**src/rtl/drive_pkg.sv**
```systemverilog
// drive_pkg: shared constants and state encoding for the assist-current sequencer
package drive_pkg;
    localparam logic [11:0] TORQUE_MIN = 12'h380;
    localparam int P1_W = 15;
    localparam int P2_W = 27;
    localparam int P3_W = 29;
    typedef enum logic [2:0] {IDLE, MUL_CI, MUL_T, SCALE, SAT} state_t;
endpackage

```
**src/rtl/drive_mult15.sv**
```systemverilog
// drive_mult15: combinational 15x15 unsigned multiplier shared across sequencer states
module drive_mult15 (
    input  logic [14:0] a,
    input  logic [14:0] b,
    output logic [29:0] p
);
    assign p = a * b;
endmodule

```
**src/rtl/drive_seq.sv**
```systemverilog
// drive_seq: four-cycle time-multiplexed assist-current computation with saturated output
module drive_seq
    import drive_pkg::*;
(
    input  logic               clk,
    input  logic               rst,
    input  logic               start,
    input  logic        [11:0] avg_torque,
    input  logic        [4:0]  cadence_vec,
    input  logic signed [12:0] incline,
    input  logic        [1:0]  setting,
    output logic               busy,
    output logic               done,
    output logic        [11:0] target_curr
);
    state_t state;
    logic signed [9:0]  incline_sat;
    logic signed [10:0] incline_factor;
    logic [8:0]         incline_lim;
    logic [5:0]         cadence_factor;
    logic [11:0]        torque_pos;
    logic [5:0]         cf_r;
    logic [8:0]         il_r;
    logic [11:0]        tp_r;
    logic [1:0]         set_r;
    logic [P1_W-1:0]    prod1;
    logic [P2_W-1:0]    prod2;
    logic [P3_W-1:0]    prod3;
    logic [P3_W-1:0]    scaled;
    logic [14:0]        ma;
    logic [14:0]        mb;
    logic [29:0]        mp;
    logic               p_unused;
    always_comb begin
        incline_sat = (incline > 13'sd511) ? 10'sd511 :
                      (incline < -13'sd512) ? -10'sd512 : incline[9:0];
        incline_factor = {incline_sat[9], incline_sat} + 11'sd256;
        incline_lim = incline_factor[10] ? 9'd0 :
                      (incline_factor > 11'sd511) ? 9'd511 : incline_factor[8:0];
        cadence_factor = (cadence_vec[4:1] == 4'd0) ? 6'd0 : {1'b0, cadence_vec} + 6'd32;
        torque_pos = (avg_torque > TORQUE_MIN) ? avg_torque - TORQUE_MIN : 12'd0;
        ma = (state == MUL_T) ? {3'b0, tp_r} : {9'b0, cf_r};
        mb = (state == MUL_T) ? prod1 : {6'b0, il_r};
        scaled = (set_r == 2'd0) ? '0 :
                 (set_r == 2'd1) ? {2'b0, prod2} :
                 (set_r == 2'd2) ? {1'b0, prod2, 1'b0} :
                 {2'b0, prod2} + {1'b0, prod2, 1'b0};
    end
    drive_mult15 u_mult (.a(ma), .b(mb), .p(mp));
    // Product never exceeds 27 bits and the output window drops the low 14 bits of prod3.
    assign p_unused = ^{mp[29:27], prod3[13:0]};
    always_ff @(posedge clk) begin
        if (rst) begin
            state       <= IDLE;
            busy        <= 1'b0;
            done        <= 1'b0;
            target_curr <= '0;
            cf_r        <= '0;
            il_r        <= '0;
            tp_r        <= '0;
            set_r       <= '0;
            prod1       <= '0;
            prod2       <= '0;
            prod3       <= '0;
        end else begin
            done <= 1'b0;
            case (state)
                IDLE: if (start) begin
                    cf_r  <= cadence_factor;
                    il_r  <= incline_lim;
                    tp_r  <= torque_pos;
                    set_r <= setting;
                    busy  <= 1'b1;
                    state <= MUL_CI;
                end
                MUL_CI: begin
                    prod1 <= mp[P1_W-1:0];
                    state <= MUL_T;
                end
                MUL_T: begin
                    prod2 <= mp[P2_W-1:0];
                    state <= SCALE;
                end
                SCALE: begin
                    prod3 <= scaled;
                    state <= SAT;
                end
                SAT: begin
                    target_curr <= (|prod3[28:26]) ? 12'hFFF : prod3[25:14];
                    done        <= 1'b1;
                    busy        <= 1'b0;
                    state       <= IDLE;
                end
                default: state <= IDLE;
            endcase
        end
    end
endmodule

```
**config.mk**
```make
export PLATFORM = sky130hd
export DESIGN_NAME = drive_seq
export DESIGN_NICKNAME = d
export VERILOG_FILES = /design/src/rtl/drive_pkg.sv /design/src/rtl/drive_mult15.sv /design/src/rtl/drive_seq.sv
export SDC_FILE = /design/constraint.sdc
export NUM_CORES = 1
export LEC_CHECK = 0
export BUFFER_PORTS_ARGS = -buffer_cell sky130_fd_sc_hd__buf_2
export CORE_MARGIN = 2
export CORE_UTILIZATION = 40
export DETAILED_ROUTE_END_ITERATION = 16
export PLACE_DENSITY = 0.57
export SETUP_SLACK_MARGIN = 0.15
export SYNTH_ARGS = -nofsm -noshare
export SYNTH_HDL_FRONTEND = slang
export SYNTH_SLANG_ARGS = --single-unit
```
**constraint.sdc**
```tcl
create_clock -name clk -period 6.26 [get_ports clk]
set_clock_uncertainty 0.15 [all_clocks]
set_input_delay 0.626 -clock clk [delete_from_list [all_inputs] [get_ports clk]]
set_output_delay 0.626 -clock clk [all_outputs]
set_load 0.05 [all_outputs]
```
* Word level (Yosys, flattened, before mapping)
Cells that the tools add are included.
Word-level totals: register bits after elaboration 117, input bits 35, output and inout port bits 14
Operators by class: add/subtract/negate cells 4, multipliers 1, order comparisons 4, eq/ne operators 7, mux-type cells 17, reductions and logical operators 7
Operators with widths (number):
- 29-bit 2-to-1 mux | 3
- 12-bit 2-to-1 mux | 3
- 27-bit by 28-bit adder with 29-bit output | 1
- 12-bit by 15-bit multiplier with 27-bit output | 1
- 10-bit 2-to-1 mux | 2
- 9-bit 2-to-1 mux | 2
- 15-bit 2-to-1 mux | 1
- 13-bit by 10-bit > comparator with 1-bit output, second input constant | 1
- 13-bit by 10-bit less-than comparator with 1-bit output, second input constant | 1
- 12-bit by 10-bit > comparator with 1-bit output, second input constant | 1
- 3-bit one-hot mux with 4 select lines | 1
- 12-bit by 10-bit subtractor with 12-bit output, second input constant | 1
- 10-bit by 10-bit adder with 11-bit output, second input constant | 1
- 11-bit by 10-bit > comparator with 1-bit output, second input constant | 1
- 5-bit by 6-bit adder with 6-bit output, second input constant | 1
- 3-bit by 2-bit equality test with 1-bit output, second input constant | 2
- 6-bit 2-to-1 mux | 1
- 4-bit logical NOT | 1
- 2-bit AND reduction | 2
- 3-bit by 1-bit equality test with 1-bit output, second input constant | 1
- 3-bit equality test, second input constant | 1
- 3-bit logical NOT | 1
- 3-bit 2-to-1 mux | 1
- 3-bit OR reduction | 1
- 7 further kinds | 8

* Depth between registers and ports, before layout
depth in word-level cells 7, mapped depth 28

* Modules after synthesis
Synthesis repeated with hierarchy kept, for this count alone.
Unflattened totals: cells, all modules 1677, area total of the unflattened synthesis 13516.7 um^2
By module, submodules not included:
- drive_mult15 | times used 1, cells an instance 884, area an instance 7631.1 um^2, seq. area each 0.0 um^2
- drive_seq | times used 1, cells an instance 793, area an instance 5885.6 um^2, seq. area each 2062.0 um^2

* Least setup slack after synthesis
No wires, ideal clock.
kind reg2reg, start register state[2], end register prod2[25], arrival time 6190 ps, required time 6023 ps, slack -167 ps, stages on the path, launching flop included 26, path through dfxtp_1 clkbuf_1 nor2_1 and2_1 buf_2 clkbuf_1 nand2_1 nand2_1 nand2_1 fa_1 fa_1 fa_1 inv_1 fa_1 inv_1 fa_1 inv_1 ha_1 or4_1 o22a_1 a311o_1 a21oi_2 a211o_1 o21ai_1 xnor2_1 o31ai_1
On the way: longest elaborated chain between the ends 3, elaborated cells between the ends (all ways) 4
RTL lines:
- start, declared | line drive_seq.sv:16 | state_t state;
- start signal, assigned | line drive_seq.sv:54 | state <= IDLE;
- start signal, assigned | line drive_seq.sv:74 | state <= MUL_CI;
- start signal, assigned | line drive_seq.sv:78 | state <= MUL_T;
- 3-bit by 2-bit equality test with 1-bit output (*) | line drive_seq.sv:42, drive_seq.sv:43, drive_seq.sv:67
- 12-bit 2-to-1 mux / 15-bit 2-to-1 mux (equally long branches) | line drive_seq.sv:42, drive_seq.sv:43
- 12-bit by 15-bit multiplier with 27-bit output | line drive_mult15.sv:7 | assign p = a * b;
- end signal, assigned | line drive_seq.sv:81 | prod2 <= mp[P2_W-1:0];
- end, declared | line drive_seq.sv:27 | logic [P2_W-1:0] prod2;
Every way passes the cells marked *; elsewhere a longest branch is shown, timed or not. A chain may end at the register's enable or synchronous reset.

* Worst setup path after layout
start register state[2], end register prod2[19]
Same word-level chain as after synthesis.

==> metrics <==
Slew Limit Fails=0; ANT cells=0; GR Overflow Total=0; TritonRoute pass-1 iters=6; Max Fclk=~0.17 GHz; CTS tree=done; Max Cap Viol=0; CTS Hold Bufs=0; syn_area_per_cell=8.27 sq um; Max FO, Critical Path=6; Ys Warns=0; HP Class=reg -> reg; element type at the critical path end=flip-flop; setup TNS=0 ps; area delta synth->final=14.8%; Initial DRC Count=475; period utilization=0.961; # port buffers=48; status=completed; CP delay by family, top=adder cells; layout cells sized above 1=0.160; Async SR Flop Fraction=0; syn nets=1559; CP most frequent cell=fa_1; first-pass GRT wire length=46.6 mm; largest buffer count on any clock path=2; Worst setup SP type=flip-flop; Placed Cells=1690; mapped cell area=10700 sq um; EDFF count, synth=0; die area=between 20000 and 30000 sq um; clk slew on worst S/H paths=80 ps; Setup Viol. Count Final=0; H-tree lvl count=3; commonest cells in the netlist=nand2_1 (241), inv_1 (173), fa_1 (130); Die Ht=between 150 and 200 microns; largest net degree at the start of global routing=a little over 80; Worst Tran Pin Value=~1000 ps; via/cell ratio=5.27; relative slew slack=0.300; Crit-path slowest cell=fa_1; clk_lat worst skew=370 ps; cell taking the most area after synthesis=fa_1; Final nets=1632; unrepaired setup endpoints after global routing=true; sequential share of the synthesized area=0.192; Placer Congestion=0.832; antenna viol nets, final=0; Ports=between 40 and 50; Max VDD drop=between 0.1 and 0.15 mV; Initial Utilization=0.403; Crit Path Category=reg -> reg; top_reg_cell synth=dfxtp_1; clk sinks=103; Finished Layout Cells=1719; Final Hold Fails=0; Bufs and invs on worst path=5; PD cells=138 nW/um^2; post-route cell area=12300 sq um; root buf cell=clkbuf_16; count of state elements after synthesis=103; most frequent cell after synthesis=nand2_1; TritonCTS buffer count=9; Period minus WS final=6010 ps; area share of the largest cell type after synthesis=0.242; core area=approximately 27000 sq um; via count=9057; Leakage=~0.006 uW; Synth cell types=66; Residual DRC=0; critical path required time=6400 ps; Global Route Usage Sum=0.206; CP max stage delay=530 ps; synthesized instance count=1300; routed len/inst=16.5 microns; Detail Placement HPWL=22.7 mm; number of global-route vias before repair=9036; Area contributors post-synth=fa_1 (24%), dfxtp_1 (19%), ha_1 (11%); r2r setup slk=around 250 ps; Placed Area=between 10000 and 15000 sq um; crit path cell chain=nor2_4 -> and2_4 -> nand2_2 -> nand2_4 -> buf_4 -> nand2_1 -> fa_1 -> fa_1 -> inv_1 -> ha_1 -> fa_1 -> inv_1 -> fa_1 -> inv_1 -> ha_2 -> or4_1 -> o22a_1 -> a311o_1 -> buf_4 -> a21o_1 -> a21oi_2 -> xnor2_1 -> nand2_1 -> a21oi_1; # rows=60; initial antenna violation count=1; WL final=28.3 mm; Worst Path Arrival=6150 ps; die width=168 microns
## kinds of logic after synthesis
family          Yosys count  share of synthesized area
flops                   103                      0.192
fa+ha+maj               224                      0.352
buf+inv                 236                     0.0828
compound gates          224                      0.139
xor+xnor                 33                     0.0269
simple gates            477                      0.205
mux                       3                    0.00314
## layout by cell type (no fill, tap or decap), drive strengths merged, types with 5 or more instances in the layout
cell type	count
fa	130
nand2	241
inv	176
clkbuf	9
ha	94
a21o	11
a22oi	18
a31oi	5
nor2b	5
o221a	12
xnor2	21
nor3	9
a21oi	85
xor2	12
nand3	47
nand4	5
a221oi	7
nor2	59
o21ai	36
o21a	7
and2	68
buf	123
dfxtp	103
and3	18
a211oi	11
## sequential cells by signal, indices dropped and copies added (netlist names)
name,count
target_curr,12
done,1
prod2,27
busy,1
set_r,2
il_r,9
tp_r,12
state,3
cf_r,6
prod3,15
prod1,15
## worst reg2reg max path, stage by stage (launching register included)
cell and delay [ps]:
dfxtp_4 370, nor2_4 210, and2_4 260, nand2_2 90
nand2_4 110, buf_4 150, nand2_1 70, fa_1 480
fa_1 490, inv_1 40, ha_1 290, fa_1 530
inv_1 50, fa_1 530, inv_1 50, ha_2 190
or4_1 510, o22a_1 210, a311o_1 370, buf_4 160
a21o_1 180, a21oi_2 140, xnor2_1 120, nand2_1 60
a21oi_1 130
## per-stage QoR
step / util / hold slack [ps] / worst slack (ps) / power (uW)
after floorplan: - / 267 / 160 / 939
after global placement: 0.438 / 281 / 143 / 1060
after detailed placement: 0.438 / 293 / 78.6 / 1070
after CTS: 0.450 / 313 / 166 / 1690
after global routing: 0.463 / 340 / 15.2 / 1780
final: 0.463 / 308 / 246 / 1710
## final timing paths
kind,start,end,depth (start not counted)
setup / recovery,state[2],prod2[19],24
hold / removal,prod3[28],prod3[28],2
setup reg to reg,state[2],prod2[19],24
hold reg to reg,prod3[28],prod3[28],2
## final cells by class
| class | count | area [sq um] |
|---|---|---|
| clock buffer | 9 | 225 |
| clock inverter | 7 | 90.1 |
| fill | 2573 | 14300 |
| inverter | 173 | 649 |
| multi-input combinational | 963 | 8040 |
| sequential | 103 | 2070 |
| tap | 341 | 427 |
| timing repair buffer | 123 | 837 |
## where the power goes
group,internal (uW),switching [uW]
Combinational,138,226
Clock,321,302
Sequential,684,34.0
## per-layer routing
metal | share of wire | vias up | global-route usage | wire length, microns
met5 | 0 | - | 0 | 0
met4 | 0.021 | 0 | 0.0609 | 584
met3 | 0.052 | 36 | 0.0327 | 1490
met2 | 0.44 | 214 | 0.321 | 12400
met1 | 0.49 | 4396 | 0.296 | 13900
li1 | - | 4411 | - | -
## what timing repair did
| item | in CTS | in global routing |
|---|---|---|
| gates resized for setup | 7 | 67 |
| gates cloned | 0 | 2 |
| setup buffers | 0 | 11 |
| pin swaps | 0 | 46 |
| endpoints found under the hold margin | 0 | 0 |
| setup endpoints to repair | 4 | 8 |
(Power assumes the default switching activity.)
